==> src/rtl/div_stall_unit.sv <==
// Multi-cycle radix-2 restoring DIV/DIVU engine for the EX stage.
// Holds a stall request toward the hazard unit while a divide is pending.
module div_stall_unit #(
  parameter int WIDTH = 32
) (
  input  logic             clk,
  input  logic             rst,
  input  logic             start_i,
  input  logic             signed_i,
  input  logic             annul_i,
  input  logic [WIDTH-1:0] a_i,
  input  logic [WIDTH-1:0] b_i,
  output logic             stall_req_o,
  output logic             busy_o,
  output logic             ready_o,
  output logic [WIDTH-1:0] hi_o,
  output logic [WIDTH-1:0] lo_o
);

  localparam int CW = $clog2(WIDTH);

  typedef enum logic [1:0] {IDLE, BUSY, DONE} state_t;

  state_t           state_reg, state_next;
  logic [CW-1:0]    cnt_reg;
  logic [WIDTH-1:0] r_reg;
  logic [WIDTH-1:0] q_reg;
  logic [WIDTH-1:0] b_reg;
  logic             sign_q_reg;
  logic             sign_r_reg;
  logic [WIDTH-1:0] hi_reg;
  logic [WIDTH-1:0] lo_reg;

  logic             accept;
  logic             b_zero;
  logic             last_iter;
  logic [WIDTH-1:0] a_abs, b_abs;
  logic [WIDTH:0]   r_sh;
  logic [WIDTH-1:0] q_sh;
  logic [WIDTH-1:0] r_new, q_new;
  logic [WIDTH-1:0] hi_fin, lo_fin;

  assign accept    = (state_reg == IDLE) && start_i && !annul_i;
  assign b_zero    = (b_i == '0);
  assign last_iter = (cnt_reg == CW'(WIDTH - 1));

  // Magnitudes only differ from the raw operands for negative signed inputs.
  assign a_abs = (signed_i && a_i[WIDTH-1]) ? -a_i : a_i;
  assign b_abs = (signed_i && b_i[WIDTH-1]) ? -b_i : b_i;

  // One restoring step: shift {R,Q} left, subtract the divisor if it fits.
  always_comb begin
    r_sh  = {r_reg, q_reg[WIDTH-1]};
    q_sh  = {q_reg[WIDTH-2:0], 1'b0};
    r_new = r_sh[WIDTH-1:0];
    q_new = q_sh;
    if (r_sh >= {1'b0, b_reg}) begin
      r_new = r_sh[WIDTH-1:0] - b_reg;
      q_new = q_sh | WIDTH'(1);
    end
  end

  assign lo_fin = sign_q_reg ? -q_new : q_new;
  assign hi_fin = sign_r_reg ? -r_new : r_new;

  always_ff @(posedge clk or posedge rst) begin
    if (rst) begin
      state_reg <= IDLE;
    end else begin
      state_reg <= state_next;
    end
  end

  always_comb begin
    state_next = state_reg;
    case (state_reg)
      IDLE: begin
        if (accept) begin
          state_next = b_zero ? DONE : BUSY;
        end
      end
      BUSY: begin
        if (annul_i) begin
          state_next = IDLE;
        end else if (last_iter) begin
          state_next = DONE;
        end
      end
      DONE:    state_next = IDLE;
      default: state_next = IDLE;
    endcase
  end

  always_ff @(posedge clk or posedge rst) begin
    if (rst) begin
      cnt_reg    <= '0;
      r_reg      <= '0;
      q_reg      <= '0;
      b_reg      <= '0;
      sign_q_reg <= 1'b0;
      sign_r_reg <= 1'b0;
      hi_reg     <= '0;
      lo_reg     <= '0;
    end else begin
      case (state_reg)
        IDLE: begin
          if (accept) begin
            cnt_reg    <= '0;
            r_reg      <= '0;
            q_reg      <= a_abs;
            b_reg      <= b_abs;
            sign_q_reg <= signed_i && (a_i[WIDTH-1] ^ b_i[WIDTH-1]);
            sign_r_reg <= signed_i && a_i[WIDTH-1];
            // Division by zero returns the dividend as remainder, all-ones quotient.
            if (b_zero) begin
              hi_reg <= a_i;
              lo_reg <= '1;
            end
          end
        end
        BUSY: begin
          if (!annul_i) begin
            r_reg   <= r_new;
            q_reg   <= q_new;
            cnt_reg <= cnt_reg + CW'(1);
            if (last_iter) begin
              hi_reg <= hi_fin;
              lo_reg <= lo_fin;
            end
          end
        end
        default: begin
        end
      endcase
    end
  end

  // Low in DONE so the instruction can leave EX while its result is shown.
  assign stall_req_o = accept || (state_reg == BUSY);
  assign busy_o      = (state_reg == BUSY);
  assign ready_o     = (state_reg == DONE);
  assign hi_o        = hi_reg;
  assign lo_o        = lo_reg;

endmodule

==> config.mk <==
export PLATFORM = sky130hd
export DESIGN_NAME = div_stall_unit
export DESIGN_NICKNAME = d
export VERILOG_FILES = /design/src/rtl/div_stall_unit.sv
export SDC_FILE = /design/constraint.sdc
export NUM_CORES = 1
export LEC_CHECK = 0
export ABC_AREA = 0
export ABC_CLOCK_PERIOD_IN_PS = 7440
export CELL_PAD_IN_SITES_DETAIL_PLACEMENT = 0
export CELL_PAD_IN_SITES_GLOBAL_PLACEMENT = 1
export CORE_UTILIZATION = 43
export CTS_CLUSTER_DIAMETER = 40
export DETAILED_ROUTE_END_ITERATION = 12
export GPL_TIMING_DRIVEN = 0
export PLACE_DENSITY = 0.83
export SLEW_MARGIN = 20
export SYNTH_ARGS = -nofsm -noshare
export SYNTH_HDL_FRONTEND = slang
export SYNTH_SLANG_ARGS = --single-unit
==> constraint.sdc <==
create_clock -name clk -period 7.44 [get_ports clk]
set_clock_uncertainty 0.1 [all_clocks]
set_input_delay 1.488 -clock clk [delete_from_list [all_inputs] [get_ports clk]]
set_output_delay 1.488 -clock clk [all_outputs]
set_load 0.01 [all_outputs]
## Word level (Yosys, flattened, before mapping)

Cells that the tools add are included.

- Flip-flop bits (word level): 169
- Input bits: 69
- Output and inout port bits: 67
- Word-level logic and storage cells: 69

- $add $sub $neg: 6
- Order comparisons: 1
- Equal/unequal tests: 8
- Muxes and demuxes: 30
- Bitwise operators: 1
- Reductions and logical operators: 14

Operators with widths:

| operator | count |
|---|---|
| $mux W32 | 17 |
| $pmux W32 S2 | 4 |
| $neg A32 Y32 | 4 |
| $ge A33 B32 Y1 | 1 |
| $logic_not A32 Y1 | 1 |
| $sub A32 B32 Y32 | 1 |
| $mux W5 | 2 |
| $pmux W5 S2 | 1 |
| $mux W2 | 4 |
| $ne A2 B2 Y1 const B | 3 |
| $add A5 B1 Y5 const B | 1 |
| $eq A5 B5 Y1 const B | 1 |
| $logic_and A1 B1 Y1 | 5 |
| $reduce_and A5 Y1 | 1 |
| $pmux W2 S2 | 1 |
| $reduce_and A2 Y1 | 2 |
| $ne A3 B2 Y1 const B | 1 |
| $reduce_and A3 Y1 | 1 |
| $eq A2 B1 Y1 const B | 1 |
| $eq A2 B2 Y1 const B | 1 |
| $logic_not A2 Y1 | 1 |
| $ne A2 B1 Y1 const B | 1 |
| $reduce_bool A2 Y1 | 1 |
| $logic_not A1 Y1 | 1 |
| other kinds (3) | 3 |

## Logic depth before layout (Yosys ltp)

Gate-level depths: netlist of run 1.

- Depth after elaboration: 7
- Depth in mapped cells: 23
- Gate-level depth less buffers: 19

## Worst setup path before layout of run 1

No wires, ideal clock.

- Path type: register -> register
- Start point: register r_reg[6]
- End point: register hi_reg[30], in the netlist hi_o[30]
- Library setup time: 0.135 ns
- Arrival time: 5.046 ns
- Required time: 7.205 ns
- Setup slack: 2.159 ns
- Stages on the path, launching flop included: 22
- Path buffers: 4
- Clock period less this slack: 5.281 ns
- Path through: dfrtp_1 ha_1 buf_4 nand3_1 or4_1 or4_1 o21ai_1 nor3_1 nand2_1 buf_2 buf_2 buf_2 mux2i_1 ha_1 inv_1 nor3_1 nand3_1 a22oi_2 nand4_1 o41ai_1 xor2_1 o22ai_1

- Longest elaborated chain between the ends: 7
- Elaborated cells between the ends (all ways): 8
- Classes of those cells: add/sub (2); order compare (1); mux (5)

RTL lines:

| element | RTL line | RTL |
|---|---|---|
| start: declaration | 26 | `logic [WIDTH-1:0] r_reg;` |
| start signal: assignment | 123 | `r_reg <= r_new;` |
| $sub A32 B32 Y32 or $ge A33 B32 Y1 (tied branches) | 58, 57 |  |
| $mux W32 * | 57 | `if (r_sh >= {1'b0, b_reg}) begin` |
| $neg A32 Y32 | 64 | `assign hi_fin = sign_r_reg ? -r_new : r_new;` |
| $mux W32 * | 64 |  |
| $mux W32 * | 126 | `if (last_iter) begin` |
| $mux W32 * | 122 | `if (!annul_i) begin` |
| $pmux W32 S2 * | 105 | `case (state_reg)` |
| end signal: assignment | 116 | `hi_reg <= a_i;` |
| end signal: assignment | 127 | `hi_reg <= hi_fin;` |
| end: declaration | 31 | `logic [WIDTH-1:0] hi_reg;` |

Every way passes the cells marked *; elsewhere a longest branch is shown, timed or not. The select of a mux whose other input is x is not followed.
A chain may end at the register's enable or synchronous reset.

## Worst setup path in the final report of run 1

Ends and elaborated chain as after synthesis.

==> results of run 1 <==
## stage by stage
| stage | area, sq um | power [mW] | utilization [%] | hold slack (ns) | TNS (ns) |
|---|---|---|---|---|---|
| after floorplan | 12100 | 5.43 | - | 0.350 | 0 |
| after global placement | 13900 | 7.12 | 50.3 | 0.363 | -171.85 |
| after detailed placement | 14000 | 7.19 | 50.4 | 0.374 | 0 |
| after CTS | 14500 | 8.09 | 52.5 | 0.390 | 0 |
| after global routing | 14500 | 8.78 | 52.5 | 0.412 | 0 |
| final | 14500 | 8.15 | 52.5 | 0.384 | 0 |
## per-layer routing
layer | wire, um | up-vias
li1 | - | 5789
met1 | 16800 | 5522
met2 | 18900 | 381
met3 | 1950 | 76
met4 | 1140 | 0
met5 | 0 | -
## final cells by class
| class | instances | area share, % |
|---|---|---|
| Multi-Input combinational cell | 1214 | 50.3 |
| Buffer | 83 | 2.29 |
| Clock inverter | 15 | 1.04 |
| Sequential cell | 169 | 29.1 |
| Inverter | 62 | 1.65 |
| Timing Repair Buffer | 137 | 9.51 |
| Clock buffer | 17 | 2.92 |
| Tap cell | 378 | 3.25 |
## power groups by stage
| stage | combinational [mW] | clock (mW) | sequential, mW |
|---|---|---|---|
| after global routing | 6.05 | 0.933 | 1.80 |
| after CTS | 5.46 | 0.895 | 1.73 |
| after detailed placement | 5.44 | 0 | 1.75 |
| after global placement | 5.38 | 0 | 1.74 |
| final | 5.52 | 0.887 | 1.74 |
| after floorplan | 3.75 | 0 | 1.68 |
## critical path, cell delays in order (launching register included)
cell	delay, ns
dfrtp_1	0.44
ha_1	0.30
buf_4	0.14
nand3_1	0.17
or4_1	0.50
or4_1	0.59
o21ai_1	0.18
nor3_1	0.13
nand2_1	0.30
buf_2	0.35
buf_2	0.37
buf_2	0.39
mux2i_1	0.34
ha_1	0.27
inv_1	0.07
nor3_1	0.18
nand3_1	0.14
a22oi_2	0.46
nand4_1	0.27
o41ai_1	0.52
xor2_1	0.19
o22ai_1	0.10
## synthesized netlist by cell type (7+ instances only)
| master | n | share of area [%] |
|---|---|---|
| and3_1 | 20 | 1.0 |
| o31ai_1 | 24 | 1.5 |
| o21bai_1 | 8 | 0.50 |
| nand4_1 | 14 | 0.72 |
| o41ai_1 | 12 | 0.87 |
| o21ai_0 | 176 | 7.3 |
| xnor2_1 | 56 | 4.1 |
| ha_1 | 38 | 3.9 |
| nand2b_1 | 10 | 0.52 |
| o22ai_1 | 8 | 0.41 |
| or4_1 | 15 | 0.93 |
| inv_1 | 61 | 1.9 |
| buf_2 | 8 | 0.33 |
| a31oi_1 | 33 | 1.7 |
| nand2_1 | 197 | 6.1 |
| a211oi_1 | 11 | 0.68 |
| or3_1 | 22 | 1.1 |
| nor2_1 | 140 | 4.3 |
| clkbuf_1 | 67 | 2.1 |
| dfrtp_1 | 169 | 35 |
| nor4_1 | 20 | 1.0 |
| mux2i_1 | 31 | 2.6 |
| and2_1 | 9 | 0.47 |
| nand3_1 | 28 | 1.2 |
| nor2b_1 | 10 | 0.52 |
| nor3_1 | 28 | 1.2 |
| a21oi_1 | 136 | 5.6 |
| xor2_1 | 67 | 4.8 |
| o21ai_1 | 7 | 0.29 |
| a21o_1 | 11 | 0.68 |
## logic make-up (layout without fill, tap and decap cells)
group / after synthesis / after routing / synth area share [%]
AO/OA/AOI/OAI: 485 / 485 / 24.1
multiplexers: 33 / 33 / 2.75
adder cells (fa/ha/maj): 39 / 39 / 4.09
AND/OR/NAND/NOR: 534 / 534 / 20.5
XOR/XNOR: 123 / 123 / 8.90
buffers and inverters: 145 / 314 / 4.67
flip-flops: 169 / 169 / 34.9
## worst max path at each step
stage / start / end / slack, ns
after floorplan: rst / b_reg[0] / 1.28
after global placement: rst / lo_o[26] / -1.04
after global routing: r_reg[6] / hi_o[30] / 0.49
final: r_reg[6] / hi_o[30] / 0.79
after detailed placement: b_i[17] / hi_o[28] / 0.87
after CTS: r_reg[5] / hi_o[30] / 0.86
==> flow_summary_export.csv, run 1 <==
group,metric,value,unit
status,status,"complete, no violations",
timing,slew-limit-headroom,41.9,%
floorplanning,initial_core_util,43.7,%
global_routing,grt_pass1_wl,61300,um
clocking,htreeDepth,4,
routing,drt-vias-per-instance,5.67,
timing,fmax,0.150,GHz
floorplanning,die_h,170,um
routing,drc,0,
synthesis,ys.warnings.count,0,
cells_and_area,nFillCells,2753,
global_routing,met1_usage,35.0,%
synthesis,synth_edf_count,0,
setup_path,r2r_cells,21,
place,hpwl,30800,um
global_routing,antenna_found_initial,0,
floorplanning,fp.dieW,170,um
clocking,root_buffer,"clkbuf_16",
cells_and_area,diodes,0,
min_path,hp-class,"reg -> reg",
power,peakVddDrop,0.245,mV
clocking,cts.sinks,169,
place,preCtsSetupSlack,0.866,ns
place,place.gp.congestion,0.912,
routing,firstDrtPassIters,7,
cells_and_area,drive_gt1_share,3.65,%
timing,tightest_slew,0.863,ns
setup_path,worstPathRequired,7.64,ns
power,power.switching,4.29,mW
timing,timing.final.crit_share,89.4,%
cells_and_area,area.sequential,0.00423,sq mm
routing,routed_wl,38700,um
global_routing,grt_most_used_layer,"met2",
clocking,cts_setup_buffers,0,
cells_and_area,layout_commonest_cell,"nand2_1",
routing,drt_iter0_drc,917,
setup_path,worstSetupPathType,"reg -> reg",
floorplanning,die_area,0.0288,sq mm
floorplanning,rows,61,
cells_and_area,multi_input_area,0.00731,sq mm
clocking,clockBufferDepth,2,
timing,timing.final.max_slew_violations,0,
min_path,min_from,"b_reg[12]",
place,io_buffers,135,
clocking,clk_pin_slew_worst_paths,0.07,ns
cells_and_area,nNetsFinal,1792,
cells_and_area,instances_no_fill,2075,
synthesis,ys_ff_latch,169,
routing,vias,11800,
min_path,hold_depth,2,
synthesis,netlist_area,0.0121,sq mm
clocking,clock_latency,0.44,ns
clocking,cts_tree,"built",
synthesis,synthesis.nets,1636,
routing,antenna_left,0,
place,dp_cells,2043,
global_routing,grtUsageTotal,27.5,%
timing,final.min_clock_period,6.65,ns
timing,setup_viol,0,
global_routing,grt_pass1_vias,11300,
setup_path,start_kind,"flop",
floorplanning,core,0.0277,sq mm
power,p_leak,5.97,nW
global_routing,grt_max_degree,98,
synthesis,synth_cell_type_count,74,
setup_path,arrival,6.85,ns
setup_path,endpoint_kind,"flop",
run,drv_cap,0,
power,combPwrFrac,67.8,%
cells_and_area,layout_common_cells,"nand2_1, o21ai_0, dfrtp_1",
power,seq_power_share,21.3,%
timing,layout_setup_ws,0.792,ns
min_path,hold_end,"b_reg[12]",
routing,routedWlPerCell,18.7,um
power,p_clk_share,10.9,%
setup_path,rr_startpoint,"r_reg[6]",
power,pwr_density_cell,560,mW/mm^2
timing,rsz0062_at_grt,"false",
synthesis,async_flop_share,100,%
synthesis,avgSynthCellArea,7.92,sq um
power,intPower,3.85,mW
global_routing,gr-total-overflow,0,
cells_and_area,syn_to_final_growth,20.2,%
setup_path,rrSetupSlack,0.79,ns
clocking,cts_made_buffers,17,
setup_path,r2r-end,"hi_o[30]",
global_routing,grtUsageMet2,47.8,%
synthesis,ys_seq_area_share,34.9,%
setup_path,cp_max_fo,10,
timing,final_hold_viol_count,0,
synthesis,synthCells,1528,
power,switching_share,52.7,%
global_routing,met3_usage,3.59,%
floorplanning,io_pins,136,
clocking,hold_buffers,0,
synthesis,synthFlopType,"dfrtp_1",
clocking,cts_resized,0,
(Power assumes the default switching activity.)
==> run 2, diff against run 1 <==
--- a/config.mk
+++ b/config.mk
@@ -6,14 +6,15 @@
 export NUM_CORES = 1
 export LEC_CHECK = 0
 export ABC_AREA = 0
-export ABC_CLOCK_PERIOD_IN_PS = 7440
+export ABC_CLOCK_PERIOD_IN_PS = 8000
 export CELL_PAD_IN_SITES_DETAIL_PLACEMENT = 0
 export CELL_PAD_IN_SITES_GLOBAL_PLACEMENT = 1
-export CORE_UTILIZATION = 43
+export CORE_MARGIN = 4
+export CORE_UTILIZATION = 46
 export CTS_CLUSTER_DIAMETER = 40
 export DETAILED_ROUTE_END_ITERATION = 12
 export GPL_TIMING_DRIVEN = 0
-export PLACE_DENSITY = 0.83
+export PLACE_DENSITY = 0.88
 export SLEW_MARGIN = 20
 export SYNTH_ARGS = -nofsm -noshare
 export SYNTH_HDL_FRONTEND = slang
==> constraint.sdc (replaced) <==
create_clock -name clk -period 8 [get_ports clk]
set_clock_uncertainty 0.1 [all_clocks]
set_input_delay 1.6 -clock clk [delete_from_list [all_inputs] [get_ports clk]]
set_output_delay 1.6 -clock clk [all_outputs]
set_load 0.01 [all_outputs]
==> flow_summary_export.csv, run 2 (same netlist as run 1, synthesis figures left out) <==
group,metric,value,unit
floorplanning,io_pins,136,
clocking,clock_latency,0.44,ns
cells_and_area,syn_to_final_growth,19.8,%
timing,fmax,0.149,GHz
place,io_buffers,135,
cells_and_area,nNetsFinal,1792,
floorplanning,fp.dieW,170,um
timing,final_hold_viol_count,0,
run,drv_cap,0,
setup_path,cp_max_fo,10,
setup_path,start_kind,"flop",
global_routing,gr-total-overflow,0,
floorplanning,core,0.0260,sq mm
global_routing,antenna_found_initial,0,
power,seq_power_share,21.2,%
cells_and_area,area.sequential,0.00423,sq mm
timing,slew-limit-headroom,43.4,%
global_routing,grtUsageTotal,26.2,%
floorplanning,die_h,170,um
power,p_clk_share,10.9,%
clocking,htreeDepth,4,
place,dp_cells,2000,
timing,timing.final.max_slew_violations,0,
setup_path,endpoint_kind,"flop",
setup_path,worstPathRequired,8.20,ns
min_path,hp-class,"reg -> reg",
setup_path,arrival,6.89,ns
cells_and_area,nFillCells,2506,
cells_and_area,diodes,0,
clocking,cts.sinks,169,
place,hpwl,30600,um
global_routing,grt_pass1_wl,60400,um
routing,drt-vias-per-instance,5.80,
floorplanning,rows,59,
cells_and_area,layout_commonest_cell,"nand2_1",
floorplanning,initial_core_util,46.6,%
cells_and_area,final_util,55.8,%
timing,hold_ws,0.379,ns
routing,drt_iter0_drc,859,
power,p_leak,5.97,nW
routing,drc,0,
clocking,clockBufferDepth,2,
power,pwr_density_cell,525,mW/mm^2
cells_and_area,instances_no_fill,2032,
routing,antenna_left,0,
power,power.switching,4.02,mW
timing,rsz0062_at_grt,"false",
cells_and_area,layout_common_cells,"nand2_1, o21ai_0, dfrtp_1",
timing,setup_viol,0,
floorplanning,die_area,0.0290,sq mm
setup_path,rrSetupSlack,1.31,ns
clocking,cts_setup_buffers,0,
min_path,hold_depth,2,
timing,tns,0,ns
power,switching_share,52.9,%
clocking,root_buffer,"clkbuf_16",
routing,routed_wl,38400,um
setup_path,worstSetupPathType,"reg -> reg",
clocking,hold_buffers,0,
clocking,cts_resized,0,
global_routing,grt_pass1_vias,11300,
routing,routedWlPerCell,18.9,um
global_routing,grt_max_degree,95,
power,peakVddDrop,0.208,mV
cells_and_area,drive_gt1_share,3.65,%
timing,tightest_slew,0.841,ns
cells_and_area,multi_input_area,0.00731,sq mm
status,status,"complete, no violations",
clocking,cts_tree,"built",
place,place.gp.congestion,0.941,
routing,firstDrtPassIters,5,
power,combPwrFrac,67.8,%
power,intPower,3.58,mW
clocking,clk_pin_slew_worst_paths,0.08,ns
setup_path,r2r_cells,21,
timing,final.min_clock_period,6.69,ns
routing,vias,11800,
clocking,cts_made_buffers,17,
timing,timing.final.crit_share,83.6,%
[run 2: changes by cell type in the layout (fill, tap and decap cells not counted)]
cell / delta
inv_6: -1
inv_8: +1
[run 2: worst max-delay path: stages (launching register included)]
cell and delay, ns:
dfrtp_1 0.45, ha_1 0.30, buf_4 0.15, nand3_1 0.14
or4_1 0.47, or4_1 0.54, o21ai_1 0.17, nor3_1 0.13
nand2_1 0.32, buf_2 0.37, buf_2 0.37, buf_2 0.37
mux2i_1 0.33, ha_1 0.28, inv_1 0.08, nor3_1 0.17
nand3_1 0.14, a22oi_2 0.48, nand4_1 0.29, o41ai_1 0.57
xor2_1 0.20, o22ai_1 0.10
[run 2: worst paths after layout]
check	from	end
worst max-delay path	r_reg[6]	hi_o[30]
worst min-delay path	b_reg[17]	b_reg[17]
worst max register to register	r_reg[6]	hi_o[30]
worst min register to register	b_reg[17]	b_reg[17]
max in group asynchronous	rst	b_reg[25]
min in group asynchronous	rst	lo_o[4]
[run 2: cell type report]
type,count,area share [%]
Timing Repair Buffer,137,9.55
Clock buffer,17,2.93
Inverter,62,1.66
Clock inverter,15,1.06
Tap cell,335,2.89
Sequential cell,169,29.2
Buffer,83,2.30
Multi-Input combinational cell,1214,50.4
[run 2: metal layers]
layer	vias to the layer above	GRT usage (%)	part of all wire (%)
met3	77	3.48	6.2
li1	5795	-	-
met5	-	0	0
met1	5484	33.6	42
met2	430	45.4	48
met4	0	9.13	3.2
[run 2: power groups by stage]
| stage | Combinational [mW] | Sequential [mW] | Clock (mW) |
|---|---|---|---|
| after floorplan | 3.49 | 1.56 | 0 |
| after global placement | 4.97 | 1.61 | 0 |
| after detailed placement | 5.04 | 1.62 | 0 |
| after CTS | 5.06 | 1.61 | 0.837 |
| after global routing | 5.61 | 1.67 | 0.871 |
| final | 5.16 | 1.62 | 0.831 |
[run 2: per-stage QoR]
step	setup WS [ns]	total power [mW]	cell area, sq um
global placement	-0.484	6.58	13900
global route	0.974	8.16	14500
CTS	1.39	7.50	14500
finish	1.31	7.60	14500
detailed placement	1.10	6.66	13900
floorplan	1.72	5.05	12100
==> run 3, diff against run 2 <==
--- a/config.mk
+++ b/config.mk
@@ -6,15 +6,15 @@
 export NUM_CORES = 1
 export LEC_CHECK = 0
 export ABC_AREA = 0
-export ABC_CLOCK_PERIOD_IN_PS = 8000
+export ABC_CLOCK_PERIOD_IN_PS = 6300
 export CELL_PAD_IN_SITES_DETAIL_PLACEMENT = 0
 export CELL_PAD_IN_SITES_GLOBAL_PLACEMENT = 1
 export CORE_MARGIN = 4
-export CORE_UTILIZATION = 46
+export CORE_UTILIZATION = 43
 export CTS_CLUSTER_DIAMETER = 40
 export DETAILED_ROUTE_END_ITERATION = 12
 export GPL_TIMING_DRIVEN = 0
-export PLACE_DENSITY = 0.88
+export PLACE_DENSITY = 0.83
 export SLEW_MARGIN = 20
 export SYNTH_ARGS = -nofsm -noshare
 export SYNTH_HDL_FRONTEND = slang
==> constraint.sdc (replaced) <==
create_clock -name clk -period 6.3 [get_ports clk]
set_clock_uncertainty 0.1 [all_clocks]
set_input_delay 1.26 -clock clk [delete_from_list [all_inputs] [get_ports clk]]
set_output_delay 1.26 -clock clk [all_outputs]
set_load 0.01 [all_outputs]
==> flow_summary_export.csv, run 3 (same netlist as run 1, synthesis figures left out) <==
group,metric,value,unit
status,status,"complete, no violations",
cells_and_area,diodes,0,
timing,layout_setup_ws,0.126,ns
cells_and_area,nFillCells,2732,
global_routing,grt_max_degree,98,
place,preCtsSetupSlack,-0.268,ns
clocking,hold_buffers,0,
timing,hold_ws,0.381,ns
place,hpwl,31600,um
cells_and_area,syn_to_final_growth,20.9,%
clocking,clockBufferDepth,2,
floorplanning,io_pins,136,
clocking,cts_tree,"built",
place,io_buffers,135,
floorplanning,rows,61,
timing,fmax,0.162,GHz
global_routing,grtUsageTotal,25.4,%
global_routing,gr-total-overflow,0,
timing,setup_viol,0,
cells_and_area,drive_gt1_share,4.07,%
routing,firstDrtPassIters,5,
cells_and_area,layout_common_cells,"nand2_1, o21ai_0, dfrtp_1",
power,p_total,9.75,mW
routing,drt_iter0_drc,787,
setup_path,cp_max_fo,10,
timing,slew-limit-headroom,41.9,%
clocking,clk_pin_slew_worst_paths,0.08,ns
clocking,cts_made_buffers,17,
timing,tightest_slew,0.864,ns
setup_path,start_kind,"input pin",
floorplanning,initial_core_util,43.6,%
global_routing,grt_most_used_layer,"met2",
floorplanning,fp.dieW,176,um
routing,antenna_left,0,
routing,routedWlPerCell,19.1,um
cells_and_area,final_util,52.6,%
global_routing,grtUsageMet2,44.8,%
global_routing,antenna_found_initial,0,
routing,routed_wl,39600,um
power,peakVddDrop,0.324,mV
timing,final_hold_viol_count,0,
place,place.gp.congestion,0.947,
clocking,clock_latency,0.44,ns
clocking,root_buffer,"clkbuf_16",
routing,vias,11700,
setup_path,worstPathRequired,6.55,ns
cells_and_area,layout_commonest_cell,"nand2_1",
global_routing,grt_pass1_wl,62900,um
power,pwr_density_cell,667,mW/mm^2
clocking,htreeDepth,4,
timing,timing.final.crit_share,98.0,%
setup_path,endpoint_kind,"flop",
cells_and_area,multi_input_area,0.00733,sq mm
floorplanning,core,0.0278,sq mm
clocking,cts.sinks,169,
routing,drt-vias-per-instance,5.65,
cells_and_area,stdcell_area,0.0146,sq mm
min_path,hp-class,"reg -> reg",
floorplanning,die_area,0.0309,sq mm
global_routing,met1_usage,33.0,%
setup_path,worstSetupPathType,"in -> reg",
place,dpl_cell_area,0.0140,sq mm
routing,drc,0,
global_routing,grt_pass1_vias,11600,
floorplanning,die_h,176,um
power,p_leak,6.00,nW
cells_and_area,area.sequential,0.00423,sq mm
cells_and_area,nNetsFinal,1792,
timing,timing.final.max_slew_violations,0,
global_routing,met3_usage,2.99,%
run,drv_cap,0,
setup_path,arrival,6.42,ns
timing,final.min_clock_period,6.17,ns
run 3: changes by cell type in the layout (fill, tap and decap cells not counted), sizes merged:
cell / change
buf: -2
clkbuf: +2
bufinv: +1
clkinvlp: -1
run 3: worst paths after layout:
check / start / end / slack, ns / depth (start not counted)
setup reg to reg: r_reg[6] / hi_o[24] / 0.23 / 22
min in group asynchronous: rst / q_reg[3] / 1.17 / 2
hold reg to reg: b_reg[2] / b_reg[2] / 0.38 / 2
hold / removal: b_reg[2] / b_reg[2] / 0.38 / 2
max in group asynchronous: rst / hi_o[30] / 4.05 / 3
setup / recovery: b_i[17] / hi_o[11] / 0.13 / 13
run 3: layout make-up:
| type | instances | share of cell area (%) |
|---|---|---|
| plain buffers | 82 | 2.32 |
| clock buffers | 17 | 2.91 |
| clock inverters | 15 | 1.33 |
| inverters | 62 | 1.64 |
| multi-input cells | 1214 | 50.1 |
| flip-flops and latches | 169 | 28.9 |
| well taps | 378 | 3.23 |
| repair buffers | 138 | 9.51 |
run 3: power by group:
group | internal [mW] | total [mW] | leakage, nW | switching (mW)
Sequential | 1.56 | 2.05 | 2.04 | 0.499
Combinational | 2.50 | 6.59 | 3.66 | 4.08
Clock | 0.579 | 1.11 | 0.304 | 0.531
Total | 4.64 | 9.75 | 6.00 | 5.11
run 3: through the flow:
step           cells  TNS [ns]
2_1_floorplan   1528         0
3_3_place_gp    2041   -334.14
3_5_place_dp    2043     -7.70
4_1_cts         2076         0
5_1_grt         2075    -0.116
6_report        2075         0
run 3: what timing repair did:
| action | CTS | global route |
|---|---|---|
| setup buffers | 1 | 0 |
| resized for setup | 2 | 9 |
| pin swaps | 1 | 0 |
| setup endpoints to repair | 6 | 15 |
run 3: worst max-delay path, cell delays in order:
cell and delay, ns:
clkdlybuf4s50_1 0.49, or4_1 0.60, nor4_1 0.53, nor3b_1 0.36, nand3_1 0.15, o31ai_1 0.67
o21ai_0 0.39, or2_2 0.42, inv_1 0.20, clkbuf_1 0.54, clkbuf_1 0.55, nor2_1 0.08
a31oi_1 0.17
run 3: per-layer routing:
| metal | part of all wire, % | vias to the layer above |
|---|---|---|
| met5 | 0 | - |
| met4 | 2.1 | 0 |
| met3 | 5.0 | 49 |
| met2 | 49 | 364 |
| met1 | 44 | 5534 |
| li1 | - | 5780 |
